## config.mk

```make
export PLATFORM = sky130hd
export DESIGN_NAME = ps2_pad_keys_flat
export DESIGN_NICKNAME = d
export VERILOG_FILES = /design/src/rtl/ps2_pkg.sv /design/src/rtl/ps2_pad_keys_if.sv /design/src/rtl/ps2_rx.sv /design/src/rtl/ps2_pad_keys.sv /design/src/flat_wrapper.sv
export SDC_FILE = /design/constraint.sdc
export NUM_CORES = 1
export LEC_CHECK = 0
export CAP_MARGIN = 20
export CORE_ASPECT_RATIO = 0.75
export CORE_MARGIN = 8
export CORE_UTILIZATION = 55
export DETAILED_ROUTE_END_ITERATION = 12
export PLACE_DENSITY = 0.82
export SYNTH_ARGS = -nofsm -noshare
export SYNTH_HDL_FRONTEND = slang
export SYNTH_SLANG_ARGS = --single-unit
```

## constraint.sdc

```tcl
create_clock -name clk -period 1.99 [get_ports clk]
set_input_delay 0.2985 -clock clk [delete_from_list [all_inputs] [get_ports clk]]
set_output_delay 0.2985 -clock clk [all_outputs]
set_load 0.01 [all_outputs]
```

## src/rtl/ps2_pkg.sv

```systemverilog
// Shared scancode constants and decoder state type for the PS/2 pad-key block.
package ps2_pkg;

  localparam logic [7:0] SC_W   = 8'h1D;
  localparam logic [7:0] SC_S   = 8'h1B;
  localparam logic [7:0] SC_UP  = 8'h75;
  localparam logic [7:0] SC_DN  = 8'h72;
  localparam logic [7:0] SC_EXT = 8'hE0;
  localparam logic [7:0] SC_BRK = 8'hF0;

  typedef enum logic [1:0] {
    IDLE    = 2'd0,
    EXT     = 2'd1,
    BRK     = 2'd2,
    EXT_BRK = 2'd3
  } kbd_state_t;

endpackage

```

## src/rtl/ps2_pad_keys_if.sv

```systemverilog
// PS/2 input lines and pad-control outputs of ps2_pad_keys.
interface ps2_pad_keys_if;
  logic ps2_clk;
  logic ps2_data;
  logic timing_tick;
  logic up_left;
  logic down_left;
  logic up_right;
  logic down_right;
  logic frame_err;

  modport master (
    output ps2_clk, ps2_data,
    input  timing_tick, up_left, down_left, up_right, down_right, frame_err
  );

  modport slave (
    input  ps2_clk, ps2_data,
    output timing_tick, up_left, down_left, up_right, down_right, frame_err
  );
endinterface

```

## src/rtl/ps2_rx.sv

```systemverilog
// PS/2 frame receiver: synchronizers, falling-edge sampling, framing checks, timeout.
// Parity checking is compiled in only when PS2_PARITY_CHECK_EN is defined.
module ps2_rx #(
  parameter int TIMEOUT_CYC = 65_000
) (
  input  logic       clk,
  input  logic       rst_n,
  input  logic       ps2_clk,
  input  logic       ps2_data,
  output logic [7:0] code,
  output logic       code_valid,
  output logic       frame_err
);

  localparam int TW = $clog2(TIMEOUT_CYC + 1);
  localparam logic [TW-1:0] TMR_LOAD = TW'(TIMEOUT_CYC);

  logic [1:0]    clk_sync;
  logic [1:0]    dat_sync;
  logic          clk_prev;
  logic          fall;
  logic          bit_in;
  logic [3:0]    bit_cnt;
  logic          start_bit;
  logic [7:0]    data_sr;
  logic [TW-1:0] tmr;
  logic          tmr_tc;
  logic          parity_bad;
  logic          frame_bad;

  // Reset to 1 so an idle bus does not look like a falling edge.
  always_ff @(posedge clk or negedge rst_n) begin
    if (!rst_n) begin
      clk_sync <= 2'b11;
      dat_sync <= 2'b11;
      clk_prev <= 1'b1;
    end else begin
      clk_sync <= {clk_sync[0], ps2_clk};
      dat_sync <= {dat_sync[0], ps2_data};
      clk_prev <= clk_sync[1];
    end
  end

  assign fall   = clk_prev & ~clk_sync[1];
  assign bit_in = dat_sync[1];
  assign tmr_tc = (tmr == TW'(1));

`ifdef PS2_PARITY_CHECK_EN
  logic par_acc;

  always_ff @(posedge clk or negedge rst_n) begin
    if (!rst_n) begin
      par_acc <= 1'b0;
    end else if (fall) begin
      if (bit_cnt == 4'd0)
        par_acc <= 1'b0;
      else if (bit_cnt <= 4'd9)
        par_acc <= par_acc ^ bit_in;
    end
  end

  // Data plus parity must hold an odd number of ones.
  assign parity_bad = ~par_acc;
`else
  assign parity_bad = 1'b0;
`endif

  // Evaluated on the 11th edge, where bit_in is the stop bit.
  assign frame_bad = start_bit | ~bit_in | parity_bad;

  always_ff @(posedge clk or negedge rst_n) begin
    if (!rst_n) begin
      bit_cnt    <= 4'd0;
      start_bit  <= 1'b0;
      data_sr    <= 8'h00;
      tmr        <= '0;
      code       <= 8'h00;
      code_valid <= 1'b0;
      frame_err  <= 1'b0;
    end else begin
      code_valid <= 1'b0;
      frame_err  <= 1'b0;
      if (fall) begin
        tmr <= TMR_LOAD;
        if (bit_cnt == 4'd0)
          start_bit <= bit_in;
        if ((bit_cnt >= 4'd1) && (bit_cnt <= 4'd8))
          data_sr <= {bit_in, data_sr[7:1]};
        if (bit_cnt == 4'd10) begin
          bit_cnt <= 4'd0;
          if (frame_bad) begin
            frame_err <= 1'b1;
          end else begin
            code       <= data_sr;
            code_valid <= 1'b1;
          end
        end else begin
          bit_cnt <= bit_cnt + 4'd1;
        end
      end else if (bit_cnt != 4'd0) begin
        if (tmr_tc) begin
          bit_cnt   <= 4'd0;
          frame_err <= 1'b1;
        end else begin
          tmr <= tmr - TW'(1);
        end
      end
    end
  end

endmodule

```

## src/rtl/ps2_pad_keys.sv

```systemverilog
// Keyboard-to-pad controller: scancode decode, four key flags, registered pad
// outputs and a free-running movement tick. Build option: PS2_PARITY_CHECK_EN.
//
// state   | meaning
// IDLE    | waiting for a scancode or prefix
// EXT     | E0 seen, next code is an extended make (or F0)
// BRK     | F0 seen, next code is a break
// EXT_BRK | E0 F0 seen, next code is an extended break
module ps2_pad_keys
  import ps2_pkg::*;
#(
  parameter int TICK_DIV    = 650_000,
  parameter int TIMEOUT_CYC = 65_000
) (
  input logic           clk,
  input logic           rst_n,
  ps2_pad_keys_if.slave bus
);

  localparam int TCW = (TICK_DIV > 1) ? $clog2(TICK_DIV) : 1;
  localparam logic [TCW-1:0] TICK_LAST = TCW'(TICK_DIV - 1);

  logic [7:0]     code;
  logic           code_valid;
  kbd_state_t     state, state_nxt;
  logic           key_w, key_s, key_up, key_dn;
  logic           key_w_nxt, key_s_nxt, key_up_nxt, key_dn_nxt;
  logic [TCW-1:0] tick_cnt;

  ps2_rx #(.TIMEOUT_CYC(TIMEOUT_CYC)) u_rx (
    .clk        (clk),
    .rst_n      (rst_n),
    .ps2_clk    (bus.ps2_clk),
    .ps2_data   (bus.ps2_data),
    .code       (code),
    .code_valid (code_valid),
    .frame_err  (bus.frame_err)
  );

  always_ff @(posedge clk or negedge rst_n) begin
    if (!rst_n)
      state <= IDLE;
    else
      state <= state_nxt;
  end

  always_comb begin
    state_nxt  = state;
    key_w_nxt  = key_w;
    key_s_nxt  = key_s;
    key_up_nxt = key_up;
    key_dn_nxt = key_dn;
    if (code_valid) begin
      unique case (state)
        IDLE: begin
          if (code == SC_EXT) begin
            state_nxt = EXT;
          end else if (code == SC_BRK) begin
            state_nxt = BRK;
          end else begin
            if (code == SC_W) key_w_nxt = 1'b1;
            if (code == SC_S) key_s_nxt = 1'b1;
          end
        end
        EXT: begin
          if (code == SC_BRK) begin
            state_nxt = EXT_BRK;
          end else begin
            state_nxt = IDLE;
            if (code == SC_UP) key_up_nxt = 1'b1;
            if (code == SC_DN) key_dn_nxt = 1'b1;
          end
        end
        BRK: begin
          state_nxt = IDLE;
          if (code == SC_W) key_w_nxt = 1'b0;
          if (code == SC_S) key_s_nxt = 1'b0;
        end
        EXT_BRK: begin
          state_nxt = IDLE;
          if (code == SC_UP) key_up_nxt = 1'b0;
          if (code == SC_DN) key_dn_nxt = 1'b0;
        end
      endcase
    end
  end

  // Opposing keys held together cancel to no movement.
  always_ff @(posedge clk or negedge rst_n) begin
    if (!rst_n) begin
      key_w          <= 1'b0;
      key_s          <= 1'b0;
      key_up         <= 1'b0;
      key_dn         <= 1'b0;
      bus.up_left    <= 1'b0;
      bus.down_left  <= 1'b0;
      bus.up_right   <= 1'b0;
      bus.down_right <= 1'b0;
    end else begin
      key_w          <= key_w_nxt;
      key_s          <= key_s_nxt;
      key_up         <= key_up_nxt;
      key_dn         <= key_dn_nxt;
      bus.up_left    <= key_w & ~key_s;
      bus.down_left  <= key_s & ~key_w;
      bus.up_right   <= key_up & ~key_dn;
      bus.down_right <= key_dn & ~key_up;
    end
  end

  always_ff @(posedge clk or negedge rst_n) begin
    if (!rst_n) begin
      tick_cnt        <= '0;
      bus.timing_tick <= 1'b0;
    end else begin
      bus.timing_tick <= (tick_cnt == TICK_LAST);
      if (tick_cnt == TICK_LAST)
        tick_cnt <= '0;
      else
        tick_cnt <= tick_cnt + TCW'(1);
    end
  end

endmodule

```

## src/flat_wrapper.sv

```systemverilog
// flat-port wrapper written by rule: the top's interface ports become plain ports
module ps2_pad_keys_flat import ps2_pkg::*;
#(
  parameter int TICK_DIV    = 650_000,
  parameter int TIMEOUT_CYC = 65_000
)
  (clk, rst_n, bus_ps2_clk, bus_ps2_data, bus_timing_tick, bus_up_left, bus_down_left, bus_up_right, bus_down_right, bus_frame_err);
  ps2_pad_keys_if bus_i ();
  input logic clk;
  input logic rst_n;
  input wire logic [$bits(bus_i.ps2_clk)-1:0] bus_ps2_clk;
  input wire logic [$bits(bus_i.ps2_data)-1:0] bus_ps2_data;
  output wire logic [$bits(bus_i.timing_tick)-1:0] bus_timing_tick;
  output wire logic [$bits(bus_i.up_left)-1:0] bus_up_left;
  output wire logic [$bits(bus_i.down_left)-1:0] bus_down_left;
  output wire logic [$bits(bus_i.up_right)-1:0] bus_up_right;
  output wire logic [$bits(bus_i.down_right)-1:0] bus_down_right;
  output wire logic [$bits(bus_i.frame_err)-1:0] bus_frame_err;
  assign bus_i.ps2_clk = bus_ps2_clk;
  assign bus_i.ps2_data = bus_ps2_data;
  assign bus_timing_tick = bus_i.timing_tick;
  assign bus_up_left = bus_i.up_left;
  assign bus_down_left = bus_i.down_left;
  assign bus_up_right = bus_i.up_right;
  assign bus_down_right = bus_i.down_right;
  assign bus_frame_err = bus_i.frame_err;
  ps2_pad_keys #(.TICK_DIV(TICK_DIV), .TIMEOUT_CYC(TIMEOUT_CYC)) u_core (.clk(clk), .rst_n(rst_n), .bus(bus_i));
endmodule
```

==> After elaboration in Yosys (flattened, before gate mapping) <==
Cells that the tools add are included.
{ "word_totals": {"register_bits": 75, "output_inout_bits": 6, "wordCells": 121, "inputBits": 4} }
{ "op_classes": {"magnitude_cmp": 2, "n_mux": 38, "n_addsub": 3, "n_bitwise": 13, "eq_ne": 25, "n_reduce_logical": 19} }
{ "ops": {"columns": ["operator", "count"], "rows": [
  ["16-bit 2-to-1 mux", 3],
  ["1-bit 2-to-1 mux", 22],
  ["20-bit by 1-bit adder with 20-bit output, second input constant", 1],
  ["20-bit equality test, second input constant", 1],
  ["20-bit 2-to-1 mux", 1],
  ["16-bit by 1-bit equality test with 1-bit output, second input constant", 1],
  ["8-bit by 5-bit equality test with 1-bit output, second input constant", 2],
  ["8-bit by 7-bit equality test with 1-bit output, second input constant", 2],
  ["8-bit equality test, second input constant", 2],
  ["4-bit 2-to-1 mux", 4],
  ["2-bit by 1-bit inequality test with 1-bit output, second input constant", 8],
  ["16-bit by 1-bit subtractor with 16-bit output, second input constant", 1],
  ["6-bit AND reduction", 2],
  ["2-bit AND reduction", 5],
  ["5-bit AND reduction", 2],
  ["2-bit inequality test, second input constant", 4],
  ["1-bit case mux with 2 select lines", 4],
  ["2-bit nonzero test", 4],
  ["1-bit NOT", 7],
  ["2-bit 2-to-1 mux", 3],
  ["2-bit case mux with 3 select lines", 1],
  ["1-bit AND", 5],
  ["4-bit by 1-bit adder with 4-bit output, second input constant", 1],
  ["2-bit equality test, second input constant", 2],
  ["other kinds (12)", 12]
]} }

==> Longest topological paths before layout <==
{ "depth": {"word_depth": 5, "ltp_mapped": 7, "depth_no_buf": 6} }

==> Cells and area by module <==
A second synthesis with hierarchy kept.
{ "hier_totals": {"hier_cells": 306, "area_unflattened_um2": 3447.1} }
{ "by_module_without_submodules": {"columns": ["mod", "instances", "area_each_um2", "seq_area_each_um2", "cells_each"], "rows": [
  ["ps2_rx", 1, 1993.2, 1107.3, 171],
  ["ps2_pad_keys", 1, 1453.9, 775.7, 135]
]} }

==> Worst setup path before layout <==
OpenSTA, ideal clock, no wires.
{ "synth_timing": {"path_kind": "register -> register", "start": "register u_core.u_rx.clk_prev", "end": "register u_core.u_rx.code[0]", "arrival_time_ns": 1.849, "path_slack_ns": 0.016, "path_stages_with_launch": 7, "n_path_buf": 2, "synth_period_minus_slack_ns": 1.974, "required_time_ns": 1.865, "setup_time_ns": 0.125, "cell_sequence": "dfstp_2 > nor2b_1 > clkbuf_1 > nand4_1 > or3b_2 > clkbuf_1 > mux2_2"} }
{ "synth_between": {"elab_chain_len": 2} }
{ "synth_lines": {"columns": ["item", "line_no", "rtl"], "rows": [
  ["start: declaration", "ps2_rx.sv:20", "logic clk_prev;"],
  ["start signal: assignment", "ps2_rx.sv:40", "clk_prev <= clk_sync[1];"],
  ["1-bit AND", "ps2_rx.sv:44", "assign fall = clk_prev & ~clk_sync[1];"],
  ["3-bit AND reduction (no line)", null, null],
  ["end signal: assignment", "ps2_rx.sv:94", "code <= data_sr;"],
  ["end: declaration", "ps2_rx.sv:10", "output logic [7:0] code,"]
]} }
No other way between the ends.
A chain may end at the register's enable or synchronous reset.

==> Worst setup path in the final report <==
{ "layout_timing": {"start": "register u_core.u_rx.tmr[4]", "end": "register u_core.u_rx.tmr[12]"} }
{ "layout_between": {"elab_chain_len": 4, "word_cells_on_any_way": 7, "cone_classes": "add/sub (1); eq/ne (2); mux (3); reduce/logical (1)"} }
{ "layout_lines": {"columns": ["item", "line_no", "rtl"], "rows": [
  ["start: declaration", "ps2_rx.sv:26", "logic [TW-1:0] tmr;"],
  ["start signal: assignment", "ps2_rx.sv:105", "tmr <= tmr - TW'(1);"],
  ["16-bit by 1-bit subtractor with 16-bit output", "ps2_rx.sv:105", null],
  ["16-bit 2-to-1 mux", "ps2_rx.sv:101", "if (tmr_tc) begin"],
  ["16-bit 2-to-1 mux", "ps2_rx.sv:100", "end else if (bit_cnt != 4'd0) begin"],
  ["16-bit 2-to-1 mux", "ps2_rx.sv:83", "if (fall) begin"]
]} }
Parallel ways exist; a longest one is shown, timed or not. The select of a mux whose other input is x is not followed.

==> results by stage <==
STA:
- The setup slack of the critical path after layout is -0.0896 ns.
- The final clock skew is 0.00908 ns.
- The timing-limited maximum frequency is 481 MHz.
- Setup repair after global routing could not meet its margin everywhere.
- The slew at the pin closest to its max-slew limit is 0.779 ns.
- Setup violations remaining at the end of the flow were counted as 9.
- The shortest period the worst path allows is 2.08 ns.
- In the finished design, the share of the clock period the worst path needs comes to 105%.
- Headroom to the max-slew limit came out at 48.1%.
- The count of final hold-check violations is 0.
- The final-report max-slew violation count is 0.

Pwr:
- Net switching is 30.5% of the power.
- The cell-internal power is 2820 µW.
- The analysis attributes to cell leakage a power of 0.00178 µW.
- The share of total power dissipated in sequential elements is 47.6%.
- The power density over the cells is 954 nW/µm².
- The part of the power in the clock network is 29.0%.
- The total net switching power is 1240 µW.
- The combinational power share is 23.4%.
- The maximum vdd drop is 0.000517 V.

Global routing:
- The total routing usage reported by global routing is 16.5%.
- The first global-routing pass estimated 12200 µm of wire.
- The number of antenna violations at the first check in global routing came to 0.
- The number of global-route vias before repair is 2594.
- The overflow left after global routing is 0.
- Entering global routing, the biggest net connects 40 pins.

Routing:
- The detailed router finished its first iteration with 180 violations.
- The via count of the routed design is 2674.
- After detailed routing, the average wire length per cell comes to 16.4 µm.
- The first detailed-routing pass ran for 5 iterations.
- The remaining routing DRC violations is 0.
- The routed wire length is 7410 µm.
- The number of nets still failing antenna checks after routing is 0.
- After detailed routing, the number of vias per cell comes to 5.90.

Yosys:
- The commonest register cell after synthesis is dfrtp_1.
- Synthesis instantiated 51 different standard cells from the library.
- The biggest area contributor in the post-synthesis netlist is dfrtp_1.
- The total standard cell area after synthesis is 3570 µm².
- After synthesis, the share of flip-flops with an asynchronous set or reset is 100%.
- The top-area cell type share of the netlist area is 49.1%.
- The flip-flop and latch count after synthesis is 75.
- The fraction of the yosys area taken by sequential cells is 52.8%.
- The instance count of the mapped netlist is 328.
- The mean cell area of the mapped netlist is 10.9 µm².
- Counting flops with a built-in enable in the synthesized netlist gives 0.
- The count of warnings emitted by yosys is 0.
- The number of nets in the synthesized netlist is 335.
- After synthesis, the cell types taking the most area are dfrtp_1 49%, mux2_2 6.3%, dfstp_2 3.7%.

Clock network:
- The CTS buffer count is 9.
- CTS placed an instance of clkbuf_8 at the clock tree root.
- After clock tree synthesis, the clock-pin slew on the worst setup and hold paths is 0.08 ns.
- Clock tree synthesis found a total of 75 sinks.
- The number of H-tree levels is 3.
- The clock passes through at most 2 buffers.
- For the worst-skew pair, the clock arrives at the later sink with an insertion delay of 0.35 ns.
- TritonCTS built the clock tree.

Die:
- The die is 109 µm wide.
- For this configuration, the core starts out at a cell density of 56.8%.
- The die covers 9350 µm².
- From bottom edge to top edge, the die measures 85.8 µm.
- The total core area is 6290 µm².
- 10 I/O pins were placed.
- The floorplan has 25 rows.

Placed design:
- The HPWL after detailed placement is 4830 µm.
- The global placement routability congestion is 0.906.
- The cell count after placement is 429.
- Summing all placed instances gives a cell area of 3900 µm².
- The count of buffers from port buffering is 9.

Outcome:
- The checks that failed: setup timing.
- The flow ran to the end, but the final reports show violations.

Flow run:
- The max-cap violation count is 0.

Worst hold path:
- The worst hold-check path type is primary input to flop.

Final layout:
- The total of fill cells in the finished design is 450.
- The filler-free cell count of the finished design is 453.
- The final layout net count is 374.
- Summing all non-filler instances in the final layout gives an area of 4250 µm².
- The area growth from synthesis to final layout is 19.0%.
- Once layout is complete, the utilization of the core stands at 67.5%.
- In the final layout, the share of cells above drive strength 1 is 25.8%.
- The number of antenna diodes is 0.

Critical path:
- By startpoint and endpoint, the worst setup path is classified as flop to flop.
- The maximum fanout count along the critical path is 3.
- Data on the critical path is required at its endpoint by 2.22 ns.
- The endpoint arrival time on the critical path is 2.30 ns.
- The startpoint class of the critical path is a flop.
- STA classifies the critical path endpoint as a flop.
==> layout make-up <==
class / instances / area (µm²) / area share (%)
flip-flops and latches: 75 / 1880 / 44.3
well taps: 81 / 101 / 2.39
repair buffers: 42 / 365 / 8.60
inverters: 13 / 48.8 / 1.15
clock inverters: 6 / 63.8 / 1.50
multi-input cells: 226 / 1650 / 38.8
clock buffers: 10 / 138 / 3.24
==> what timing repair did <==
item | in CTS | in global routing
gates resized for setup | 6 | 16
pin swaps | 4 | 6
gates cloned | 0 | 1
hold buffers | 1 | 0
endpoints found under the hold margin | 34 | 0
setup endpoints to repair | 8 | 35
setup buffers | 2 | 4
==> flip-flops by register name, indices dropped and copies added (netlist names), 2 cells and up <==
signal,count
u_core.u_rx.tmr,16
u_core.u_rx.dat_sync,2
u_core.u_rx.code,8
u_core.u_rx.clk_sync,2
u_core.tick_cnt,20
u_core.state,2
u_core.u_rx.bit_cnt,4
u_core.u_rx.data_sr,8
==> cells by family (layout without fill, tap and decap cells) <==
family          after synthesis  count (layout)  synth area share, %
flops                        75              75                 52.8
xor+xnor                     13              13                 3.19
simple gates                137             137                 22.6
buf+inv                      27              71                 3.01
fa+ha+maj                     3               3                 1.05
compound gates               42              42                 7.99
mux                          31              31                 9.39
==> power by group through the flow <==
stage | combinational (µW) | clock (µW) | sequential, µW
2_1_floorplan | 580 | 0 | 1900
3_3_place_gp | 830 | 0 | 1920
3_5_place_dp | 865 | 0 | 1940
4_1_cts | 903 | 1210 | 1910
5_1_grt | 1060 | 1280 | 1960
6_report | 947 | 1180 | 1930
==> worst max-delay path, cell delays in order, from the launching register on <==
cell     delay [ns]
dfrtp_1        0.40
or4_4          0.56
buf_6          0.14
nor4_4         0.35
nor3_1         0.12
or3b_4         0.39
==> through the flow <==
stage          setup slack, ns  hold WS (ns)  power (µW)  TNS [ns]
2_1_floorplan           0.0159       0.00291        2480         0
3_5_place_dp           -0.0359         0.289        2810   -0.0956
6_report               -0.0896         0.357        4050    -0.350
5_1_grt                 -0.128         0.343        4300     -1.12
3_3_place_gp            0.0133         0.288        2750         0
4_1_cts               -0.00836         0.341        4030  -0.00971
==> cells in the mapped netlist, types with 5 or more instances <==
| master | instances |
|---|---|
| nor3_1 | 6 |
| nand2b_1 | 6 |
| or3_1 | 5 |
| xor2_1 | 5 |
| xnor2_1 | 8 |
| nor2b_1 | 8 |
| nor4_1 | 11 |
| or4_1 | 7 |
| inv_1 | 13 |
| o21ai_0 | 8 |
| dfrtp_1 | 70 |
| mux2i_1 | 11 |
| a21oi_1 | 10 |
| clkbuf_1 | 10 |
| nand2_1 | 21 |
| nor2_1 | 22 |
| o31ai_1 | 5 |
| mux2_2 | 20 |
| nand3_1 | 12 |
| dfstp_2 | 5 |
| and2_1 | 8 |
| nand4_1 | 7 |
==> worst paths after layout <==
kind                                    startpoint                       to  slack, ns  cells after the start
min in group asynchronous                    rst_n    u_core.bus.down_right       0.45                      2
setup / recovery                u_core.u_rx.tmr[4]      u_core.u_rx.tmr[12]      -0.09                      5
max in group asynchronous                    rst_n  u_core.u_rx.clk_sync[1]       0.91                      3
hold / removal                        bus_ps2_data  u_core.u_rx.dat_sync[0]       0.36                      1
setup reg to reg                u_core.u_rx.tmr[4]      u_core.u_rx.tmr[12]      -0.09                      5
hold reg to reg            u_core.u_rx.clk_sync[0]  u_core.u_rx.clk_sync[1]       0.36                      0
==> layer usage <==
layer	track usage (%)	part of all wire (%)
met5	0	0
met4	6.69	2.5
met3	5.69	7.3
met2	23.5	45
met1	22.3	45
==> placed cells by master (no fill, tap or decap), types with 3 or more instances in the layout <==
cell | Yosys | routed
ha_1 | 3 | 3
o31ai_1 | 5 | 5
o21ai_0 | 8 | 6
clkbuf_8 | 0 | 10
or4_1 | 7 | 5
nand3_1 | 12 | 12
nand2b_1 | 6 | 6
inv_1 | 13 | 13
nor3_1 | 6 | 5
mux2i_1 | 11 | 11
xnor2_1 | 8 | 8
clkdlybuf4s50_1 | 0 | 8
nor2_1 | 22 | 22
dfrtp_1 | 70 | 70
and2_1 | 8 | 8
dfstp_2 | 5 | 5
nand2_1 | 21 | 21
buf_6 | 0 | 4
nand4_1 | 7 | 7
a211oi_1 | 4 | 3
nor2b_1 | 8 | 8
nor4_1 | 11 | 10
nor4b_1 | 4 | 3
mux2_2 | 20 | 20
or4_4 | 2 | 4
or3_1 | 5 | 5
buf_4 | 1 | 28
or2_2 | 4 | 4
xor2_1 | 5 | 5
o21ai_1 | 1 | 3
and3_1 | 3 | 3
a21oi_1 | 10 | 9
(Power assumes the default switching activity.)
